==> src/rtl/pdm_adc.sv <==
// pdm_adc: first-order delta-sigma capture front end.
// Synchronises a comparator bit stream, feeds it back to the RC integrator,
// counts ones per sample_clock window and presents the scaled count as an
// unsigned offset-binary PCM sample through a valid/ready output.
// Optional build macro: PDM_ADC_SMOOTH_EN averages each sample with the
// previous one (two-tap box filter).
module pdm_adc #(
  parameter int BITDEPTH        = 14,
  parameter int SAMPLECLOCK_DIV = 8
) (
  input  logic                clk,
  input  logic                rst,
  input  logic                sample_clock,
  input  logic                pdm_in,
  output logic                fb_out,
  output logic [BITDEPTH-1:0] pcm,
  output logic                pcm_valid,
  input  logic                pcm_ready,
  output logic                overrun,
  output logic                state_dbg
);

  localparam int CW = SAMPLECLOCK_DIV + 1;
  localparam logic [CW-1:0] FULL = CW'(1) << SAMPLECLOCK_DIV;

  typedef enum logic {
    ARM = 1'b0,
    RUN = 1'b1
  } state_t;

  state_t                state;
  state_t                state_nx;
  logic                  pdm_meta;
  logic                  pdm_s;
  logic                  sc_d;
  logic                  tick;
  logic                  sample_fire;
  logic [CW-1:0]         ones;
  logic [BITDEPTH-1:0]   scaled;
  logic [BITDEPTH-1:0]   out_val;

  // Two-flop synchroniser on the comparator, then one more flop for feedback.
  always_ff @(posedge clk or negedge rst) begin
    if (!rst) begin
      pdm_meta <= 1'b0;
      pdm_s    <= 1'b0;
      fb_out   <= 1'b0;
    end else begin
      pdm_meta <= pdm_in;
      pdm_s    <= pdm_meta;
      fb_out   <= pdm_s;
    end
  end

  // Delay sample_clock by one cycle for rising-edge detection.
  always_ff @(posedge clk or negedge rst) begin
    if (!rst) sc_d <= 1'b0;
    else      sc_d <= sample_clock;
  end

  assign tick = sample_clock & ~sc_d;

  // Ones counter; on a tick the current bit already belongs to the new window.
  always_ff @(posedge clk or negedge rst) begin
    if (!rst) begin
      ones <= '0;
    end else if (tick) begin
      ones <= {{SAMPLECLOCK_DIV{1'b0}}, pdm_s};
    end else if (pdm_s && (ones != FULL)) begin
      ones <= ones + CW'(1);
    end
  end

  // State register: ARM discards the partial first window, RUN emits samples.
  always_ff @(posedge clk or negedge rst) begin
    if (!rst) state <= ARM;
    else      state <= state_nx;
  end

  // Next-state logic and sample strobe.
  always_comb begin
    state_nx    = state;
    sample_fire = 1'b0;
    case (state)
      ARM: if (tick) state_nx = RUN;
      RUN: sample_fire = tick;
      default: state_nx = ARM;
    endcase
  end

  assign state_dbg = state;

  // Scale the closed-window count to full width; a saturated window maps to all ones.
  always_comb begin
    if (ones == FULL) scaled = '1;
    else              scaled = BITDEPTH'(ones[SAMPLECLOCK_DIV-1:0]) << (BITDEPTH - SAMPLECLOCK_DIV);
  end

`ifdef PDM_ADC_SMOOTH_EN
  logic [BITDEPTH-1:0] prev;
  logic [BITDEPTH:0]   sum;

  // Average with the previous scaled sample at one extra bit so nothing overflows.
  always_comb begin
    sum     = {1'b0, scaled} + {1'b0, prev};
    out_val = sum[BITDEPTH:1];
  end

  // Remember the unfiltered sample for the next average.
  always_ff @(posedge clk or negedge rst) begin
    if (!rst)             prev <= '0;
    else if (sample_fire) prev <= scaled;
  end
`else
  assign out_val = scaled;
`endif

  // Output handshake: a transfer occurs on any cycle with pcm_valid and
  // pcm_ready both high; pcm is held while valid and not transferred; a new
  // sample always loads pcm (keeping valid high), and flags overrun if the
  // old one was still pending with pcm_ready low.
  always_ff @(posedge clk or negedge rst) begin
    if (!rst) begin
      pcm       <= '0;
      pcm_valid <= 1'b0;
      overrun   <= 1'b0;
    end else if (sample_fire) begin
      pcm       <= out_val;
      pcm_valid <= 1'b1;
      if (pcm_valid && !pcm_ready) overrun <= 1'b1;
    end else if (pcm_valid && pcm_ready) begin
      pcm_valid <= 1'b0;
    end
  end

endmodule

==> config.mk <==
export PLATFORM = sky130hd
export DESIGN_NAME = pdm_adc
export DESIGN_NICKNAME = d
export VERILOG_FILES = /design/src/rtl/pdm_adc.sv
export SDC_FILE = /design/constraint.sdc
export NUM_CORES = 1
export LEC_CHECK = 0
export ABC_CLOCK_PERIOD_IN_PS = 1700
export CAP_MARGIN = 10
export CORE_MARGIN = 1
export CORE_UTILIZATION = 25
export CTS_CLUSTER_DIAMETER = 50
export DETAILED_ROUTE_END_ITERATION = 10
export PLACE_DENSITY_LB_ADDON = 0.25
export SLEW_MARGIN = 30
export SYNTH_ARGS = -nofsm -noshare
export SYNTH_HDL_FRONTEND = slang
export SYNTH_SLANG_ARGS = --single-unit
==> constraint.sdc <==
create_clock -name clk -period 1.7 [get_ports clk]
set_input_delay 0.255 -clock clk [delete_from_list [all_inputs] [get_ports clk]]
set_output_delay 0.255 -clock clk [all_outputs]
set_load 0.03 [all_outputs]
; Word level (Yosys, flattened, before mapping)
; Cells that the tools add are included.
[word_totals]
ff_bits = 30
output_inout_bits = 18
[classes]
eq_ne = 2
mux = 8
add_sub_neg = 1
reduce_logical = 7
bitwise_logic = 2
[ops]
columns = operator, count
row1 = 2-to-1 mux 9 bit, 2
row2 = 2-to-1 mux 14 bit, 1
row3 = "adder 9 x 1 -> 9 bit, second input constant", 1
row4 = "== test 9 bit, second input constant", 1
row5 = "!= test 9 bit, second input constant", 1
row6 = 2-to-1 mux 1 bit, 5
row7 = nonzero test 2 bit, 2
row8 = logical AND 1 bit, 3
row9 = AND reduction 2 bit, 1
row10 = bitwise AND 1 bit, 1
row11 = logical NOT 1 bit, 1
row12 = NOT 1 bit, 1

; Depth between registers and ports, before layout
; Gate-level depths: netlist (run 1).
[logic_depth]
depth_word = 4
depth_mapped = 5
ltp_nobuf = 5

; Worst setup path before layout (run 1)
; No wires, ideal clock.
[synth_path]
kind = register to register
from = register ones[0]
to = register ones[8]
setup_time_ns = 0.077
required_ns = 1.623
n_path_buf = 0
path_slack_ns = 0.332
stages_incl_launch_ff = 5
arrival_time_ns = 1.291
cell_sequence = dfrtp_1 ha_1 nand3_1 or4_1 a21oi_1
[synth_between]
elab_chain_len = 3
[synth_lines]
columns = element, line_no
row1 = "start, declared", 38  ; logic [CW-1:0] ones;
row2 = "start signal, assigned", 68  ; ones <= {{SAMPLECLOCK_DIV{1'b0}}, pdm_s};
row3 = "start signal, assigned", 70  ; ones <= ones + CW'(1);
row4 = adder 9 x 1 -> 9 bit / != test 9 bit (equally long branches), "70, 69"
row5 = 2-to-1 mux 9 bit / logical AND 1 bit (equally long branches), 69  ; end else if (pdm_s && (ones != FULL)) begin
row6 = 2-to-1 mux 9 bit / nonzero test 2 bit (equally long branches), n/a
; Parallel ways exist; a longest one is shown, timed or not. The select of a mux whose other input is x is not followed.
; A chain may end at the register's enable or synchronous reset.

; Worst setup path in the final report (run 1)
[layout_path]
from = register pcm[7]
to = output pcm[7]
[layout_lines]
columns = element, line_no
row1 = "start, declared", 16  ; output logic [BITDEPTH-1:0] pcm,
row2 = "start signal, assigned", 128  ; pcm <= out_val;
; No word-level cell between the ends.

==> results.json, run 1 <==
{
  "ctsRootBufferMaster": "clkbuf_8",
  "worstSetupStartpointType": "register",
  "yosysTopAreaCell": "dfrtp_1",
  "relSlewSlack_pct": 73.78,
  "maxCapViolations": 0,
  "antenna_left": 0,
  "routed_via_density": 4.856,
  "worstSetupPathType": "register to primary output",
  "worstMarginPinSlew_ns": 0.3922,
  "grt_pass1_vias": 786,
  "synth.most_common_cell": "dfrtp_1",
  "period_needed_ns": 1.575,
  "fin_area_um2": 1441,
  "syn_avg_cell_area_um2": 10.87,
  "firstDrtPassIters": 4,
  "clock_path_buffers": 2,
  "synth_seq_area_share_pct": 55.87,
  "routed_wl_um": 2379,
  "r2r_slack_ns": 0.14,
  "cts_tree": "built",
  "synth.area.top_cells": "dfrtp_1 (56%), a2bb2oi_1 (4.7%), a21oi_1 (3.6%), buf_4 (3.4%), nand2_1 (3.0%)",
  "rsz0062_at_grt": "false",
  "cp-end-kind": "primary output",
  "path_depth": 1,
  "max_stage_delay_ns": 0.68,
  "critPathMaxFanout": 2,
  "p_leak_uw": 0.0007012,
  "place_area_um2": 1374,
  "cts_resized": 0,
  "start_util_pct": 27.02,
  "critPathBufInv": 1,
  "crit_chain": "clkdlybuf4s50_1",
  "cp.required_ns": 1.44,
  "power_density_nw_per_um2": 1020,
  "period_share_pct": 92.66,
  "path_clk_slew_ns": 0.10,
  "core.rowCount": 23,
  "final_cells": 174,
  "ys.flop_type": "dfrtp_1",
  "dp_hpwl_um": 1683,
  "final_net_count": 132,
  "yosys_warnings": 0,
  "num_antenna_cells": 0,
  "dp_cells": 170,
  "synth_fp_nets": 110,
  "power_uw": 1471,
  "syn_to_final_growth_pct": 28.71,
  "tns_ns": 0,
  "crit_family": "buffers and inverters",
  "clk_latency_ns": 0.27,
  "post-cts-setup-buffers": 0,
  "vias": 845,
  "wl_per_cell_um": 13.67,
  "vdd_drop_max_mv": 0.3148,
  "max_freq_mhz": 634.8,
  "finalHoldViolations": 0,
  "fin_skew_ns": 0.005436,
  "grt_pass1_wl_um": 3781,
  "portBuffers": 22,
  "io-pin-count": 23,
  "ys_ff_latch": 25,
  "fp.dieW_um": 68.93,
  "status": "finished, final reports clean",
  "crit_arrival_ns": 1.32,
  "slew_viol_final": 0,
  "synth_edf_count": 0,
  "grt_usage_pct": 11.11,
  "drc": 0,
  "post-synth-top-area-fraction_pct": 55.87,
  "setup_violations": 0,
  "drive_above_1_share_pct": 8.065,
  "cts_hold_buf": 0,
  "antenna_found_initial": 0,
  "grt_max_degree": 26,
  "htree_levels": 1,
  "syn_area_um2": 1120,
  "cts_inserted_buffers": 3,
  "final_util_pct": 34.78,
  "synth_cell_types": 30,
  "critPathSlowestCell": "clkdlybuf4s50_1",
  "gp_congestion": 0.7333,
  "hold_path_class": "input port to async pin",
  "ys_top_cells_by_count": "dfrtp_1 (25), nand2_1 (9), a21oi_1 (8), nor2_1 (8), a2bb2oi_1 (6)",
  "r2r_cells": 5,
  "die_h_um": 68.93,
  "design.core.area_um2": 4144,
  "clkSinkCount": 25,
  "grt_remaining_overflow": 0,
  "synthCells": 103,
  "async_flop_share_pct": 100.0,
  "die_area_um2": 4751,
  "initialDrtViolationCount": 29
}
==> where the power goes <==
group	leakage [uW]	internal, uW	switching, uW
Combinational	0.000374	166	198
Sequential	0.000306	665	72.3
Clock	0.0000217	166	203
Total	0.000701	998	473
==> state kept, by name, summed over array words and instances, names as in the netlist <==
| signal | flops |
|---|---|
| ones | 9 |
| pcm | 9 |
| fb_out | 1 |
| overrun | 1 |
| pcm_valid | 1 |
| pdm_meta | 1 |
| pdm_s | 1 |
| sc_d | 1 |
| state_dbg | 1 |
==> layout make-up <==
class / instances / area [um2]
clock buffers: 3 / 41.29
clock inverters: 1 / 7.507
fillers: 437 / 2703
inverters: 2 / 7.507
multi-input cells: 68 / 435.4
flip-flops and latches: 25 / 626.9
well taps: 50 / 62.56
repair buffers: 25 / 260.3
==> placed cells by master, fill, tap and decap left out <==
| master | netlist | routed |
|---|---|---|
| a211o_1 | 1 | 1 |
| a21boi_1 | 1 | 1 |
| a21oi_1 | 8 | 8 |
| a2bb2oi_1 | 6 | 6 |
| a31oi_1 | 2 | 2 |
| and2_1 | 1 | 1 |
| and4bb_1 | 1 | 1 |
| buf_4 | 5 | 3 |
| clkbuf_8 | 0 | 3 |
| clkdlybuf4s50_1 | 0 | 15 |
| clkinvlp_4 | 0 | 1 |
| dfrtp_1 | 25 | 24 |
| dfrtp_2 | 0 | 1 |
| dlymetal6s2s_1 | 0 | 7 |
| ha_1 | 2 | 2 |
| inv_1 | 2 | 2 |
| mux2i_1 | 2 | 2 |
| nand2_1 | 9 | 9 |
| nand2b_1 | 4 | 4 |
| nand3_1 | 2 | 2 |
| nand3_2 | 1 | 1 |
| nand3b_1 | 2 | 2 |
| nand4_1 | 3 | 3 |
| nor2_1 | 8 | 8 |
| nor2b_1 | 2 | 2 |
| nor4_2 | 1 | 1 |
| o21ai_0 | 2 | 2 |
| o21ai_1 | 1 | 1 |
| o21bai_1 | 1 | 1 |
| o31ai_1 | 2 | 2 |
| or3_1 | 2 | 2 |
| or4_1 | 2 | 2 |
| xor2_1 | 2 | 2 |
==> cells by family after synthesis <==
group                    Yosys count  synth area share, %
AO/OA/AOI/OAI                     24                14.19
flip-flops                        25                55.87
adder cells (fa/ha/maj)            2                2.234
AND/OR/NAND/NOR                   38                19.10
buffers and inverters             10                5.252
XOR/XNOR                           2                1.565
multiplexers                       2                1.788
==> metrics by stage <==
step                      worst slack [ns]  hold slack (ns)
after floorplan                     0.3315         -0.04059
after global placement              0.2048           0.3316
after detailed placement            0.1706           0.3471
after CTS                          0.01070           0.3619
after global routing               0.03060           0.3726
final                               0.1248           0.3461
==> path summary, 6_finish.rpt <==
path                           from       to
max                          pcm[7]   pcm[7]
min                             rst  ones[6]
max reg2reg                 ones[0]   pcm[7]
min reg2reg                pdm_meta    pdm_s
max in group asynchronous       rst  ones[0]
min in group clk           pdm_meta    pdm_s
==> routing by layer <==
layer / GRT usage, % / share of wire, % / vias up
met3: 2.467 / 2.3 / 2
li1: - / - / 403
met2: 17.48 / 48 / 14
met1: 14.31 / 48 / 426
met4: 5.357 / 1.4 / 0
met5: 0 / 0 / -
Power figures use the tool's default switching activity.
==> run 2: changes to the inputs <==
- SLEW_MARGIN: 30 -> 10
==> results of run 2 <==
Final layout, timing and power as in run 1 (identical DEF).
==> run 3: changes to the inputs <==
- GPL_TIMING_DRIVEN: unset -> 0
==> results.json, run 3 (synthesis results as in run 1) <==
{
  "cp-end-kind": "primary output",
  "clk_latency_ns": 0.27,
  "final_net_count": 137,
  "vias": 851,
  "die_h_um": 68.93,
  "worstSetupPathType": "register to primary output",
  "initialDrtViolationCount": 66,
  "routed_via_density": 4.754,
  "core.rowCount": 23,
  "routed_wl_um": 2367,
  "dp_hpwl_um": 1700,
  "drive_above_1_share_pct": 11.63,
  "start_util_pct": 27.02,
  "die_area_um2": 4751,
  "crit_chain": "clkdlybuf4s50_1",
  "syn_to_final_growth_pct": 30.06,
  "critPathMaxFanout": 2,
  "max_stage_delay_ns": 0.67,
  "io-pin-count": 23,
  "num_antenna_cells": 0,
  "hold_path_class": "register to register",
  "cts_tree": "built",
  "portBuffers": 22,
  "critPathSlowestCell": "clkdlybuf4s50_1",
  "htree_levels": 1,
  "final_common_cell": "dfrtp_1",
  "grt_remaining_overflow": 0,
  "drc": 0,
  "grt_max_degree": 26,
  "pre_cts_slack_ns": -0.1867,
  "period_needed_ns": 1.560,
  "wl_per_cell_um": 13.22,
  "maxCapViolations": 0,
  "power_uw": 1449,
  "antenna_found_initial": 0,
  "grt_pass1_wl_um": 4029,
  "finalHoldViolations": 0,
  "path_clk_slew_ns": 0.09,
  "critPathBufInv": 1,
  "gp_congestion": 0.7273,
  "power_density_nw_per_um2": 994.9,
  "final_cell_mix": "dfrtp_1 (25), clkdlybuf4s50_1 (14), nor2_1 (8), a21oi_1 (8), nand2_1 (8)",
  "largestRegisters": "ones (9), pcm (9)",
  "worstSetupStartpointType": "register",
  "setup_ws_ns": 0.1398,
  "clock_path_buffers": 2,
  "p_leak_uw": 0.0006542,
  "relSlewSlack_pct": 62.33,
  "fin_skew_ns": 0.007073,
  "ctsRootBufferMaster": "clkbuf_8",
  "design.core.area_um2": 4144,
  "worstMarginPinSlew_ns": 0.5650,
  "slew_viol_final": 0,
  "firstDrtPassIters": 4,
  "setup_violations": 0,
  "antenna_left": 0,
  "final_util_pct": 35.14,
  "status": "finished, final reports clean",
  "fillers": 438,
  "crit_arrival_ns": 1.31,
  "vdd_drop_max_mv": 0.3715,
  "crit_family": "buffers and inverters",
  "grt_pass1_vias": 834,
  "clkSinkCount": 25,
  "period_share_pct": 91.77,
  "rsz0062_at_grt": "false",
  "max_freq_mhz": 641.0,
  "cts_inserted_buffers": 3,
  "grt_usage_pct": 11.77,
  "fp.dieW_um": 68.93,
  "cp.required_ns": 1.44
}
## run 3: routing by layer
metal / part of all wire [%] / track usage, % / up-vias
li1: - / - / 417
met1: 45 / 15.55 / 419
met2: 50 / 17.96 / 11
met3: 3.3 / 3.947 / 4
met4: 1.4 / 3.827 / 0
met5: 0 / 0 / -
## run 3: final timing paths
check                      startpoint       to  slack, ns  cells after the start
max reg2reg                   ones[0]  ones[8]       0.20                      4
min                          pdm_meta    pdm_s       0.37                      0
min reg2reg                  pdm_meta    pdm_s       0.37                      0
max in group asynchronous         rst   pcm[7]       0.82                      2
max                           pcm[11]  pcm[11]       0.14                      1
min in group asynchronous         rst  ones[7]       0.50                      2
## run 3: repair_timing
item / 4_1_cts / 5_1_grt
hold buffers: 0 / 1
setup endpoints to repair: 6 / 10
endpoints found under the hold margin: 0 / 1
buffers inserted: 0 / 0
gates resized for setup: 6 / 3
## run 3: area by class of cell
class                   count  area [um2]  area share, %
clock inverters             1       5.005         0.3436
inverters                   2       7.507         0.5155
flip-flops and latches     25       625.6          42.96
multi-input cells          68       446.7          30.67
plain buffers               7       47.55          3.265
well taps                  50       62.56          4.296
clock buffers               3       41.29          2.835
repair buffers             23       220.2          15.12
## run 3: power breakdown
group	switching, uW	internal [uW]
clock	191	164
sequential	70.6	664
combinational	199	160
total	461	988
## run 3: metrics by stage
stage	cells	TNS (ns)	hold WS, ns	area [um2]
final	179	0	0.3652	1456
after global routing	179	0	0.3767	1456
after CTS	179	0	0.3667	1441
after detailed placement	175	-1.330	0.3457	1403
after global placement	175	-0.9714	0.3345	1403
after floorplan	103	0	-0.04059	1120
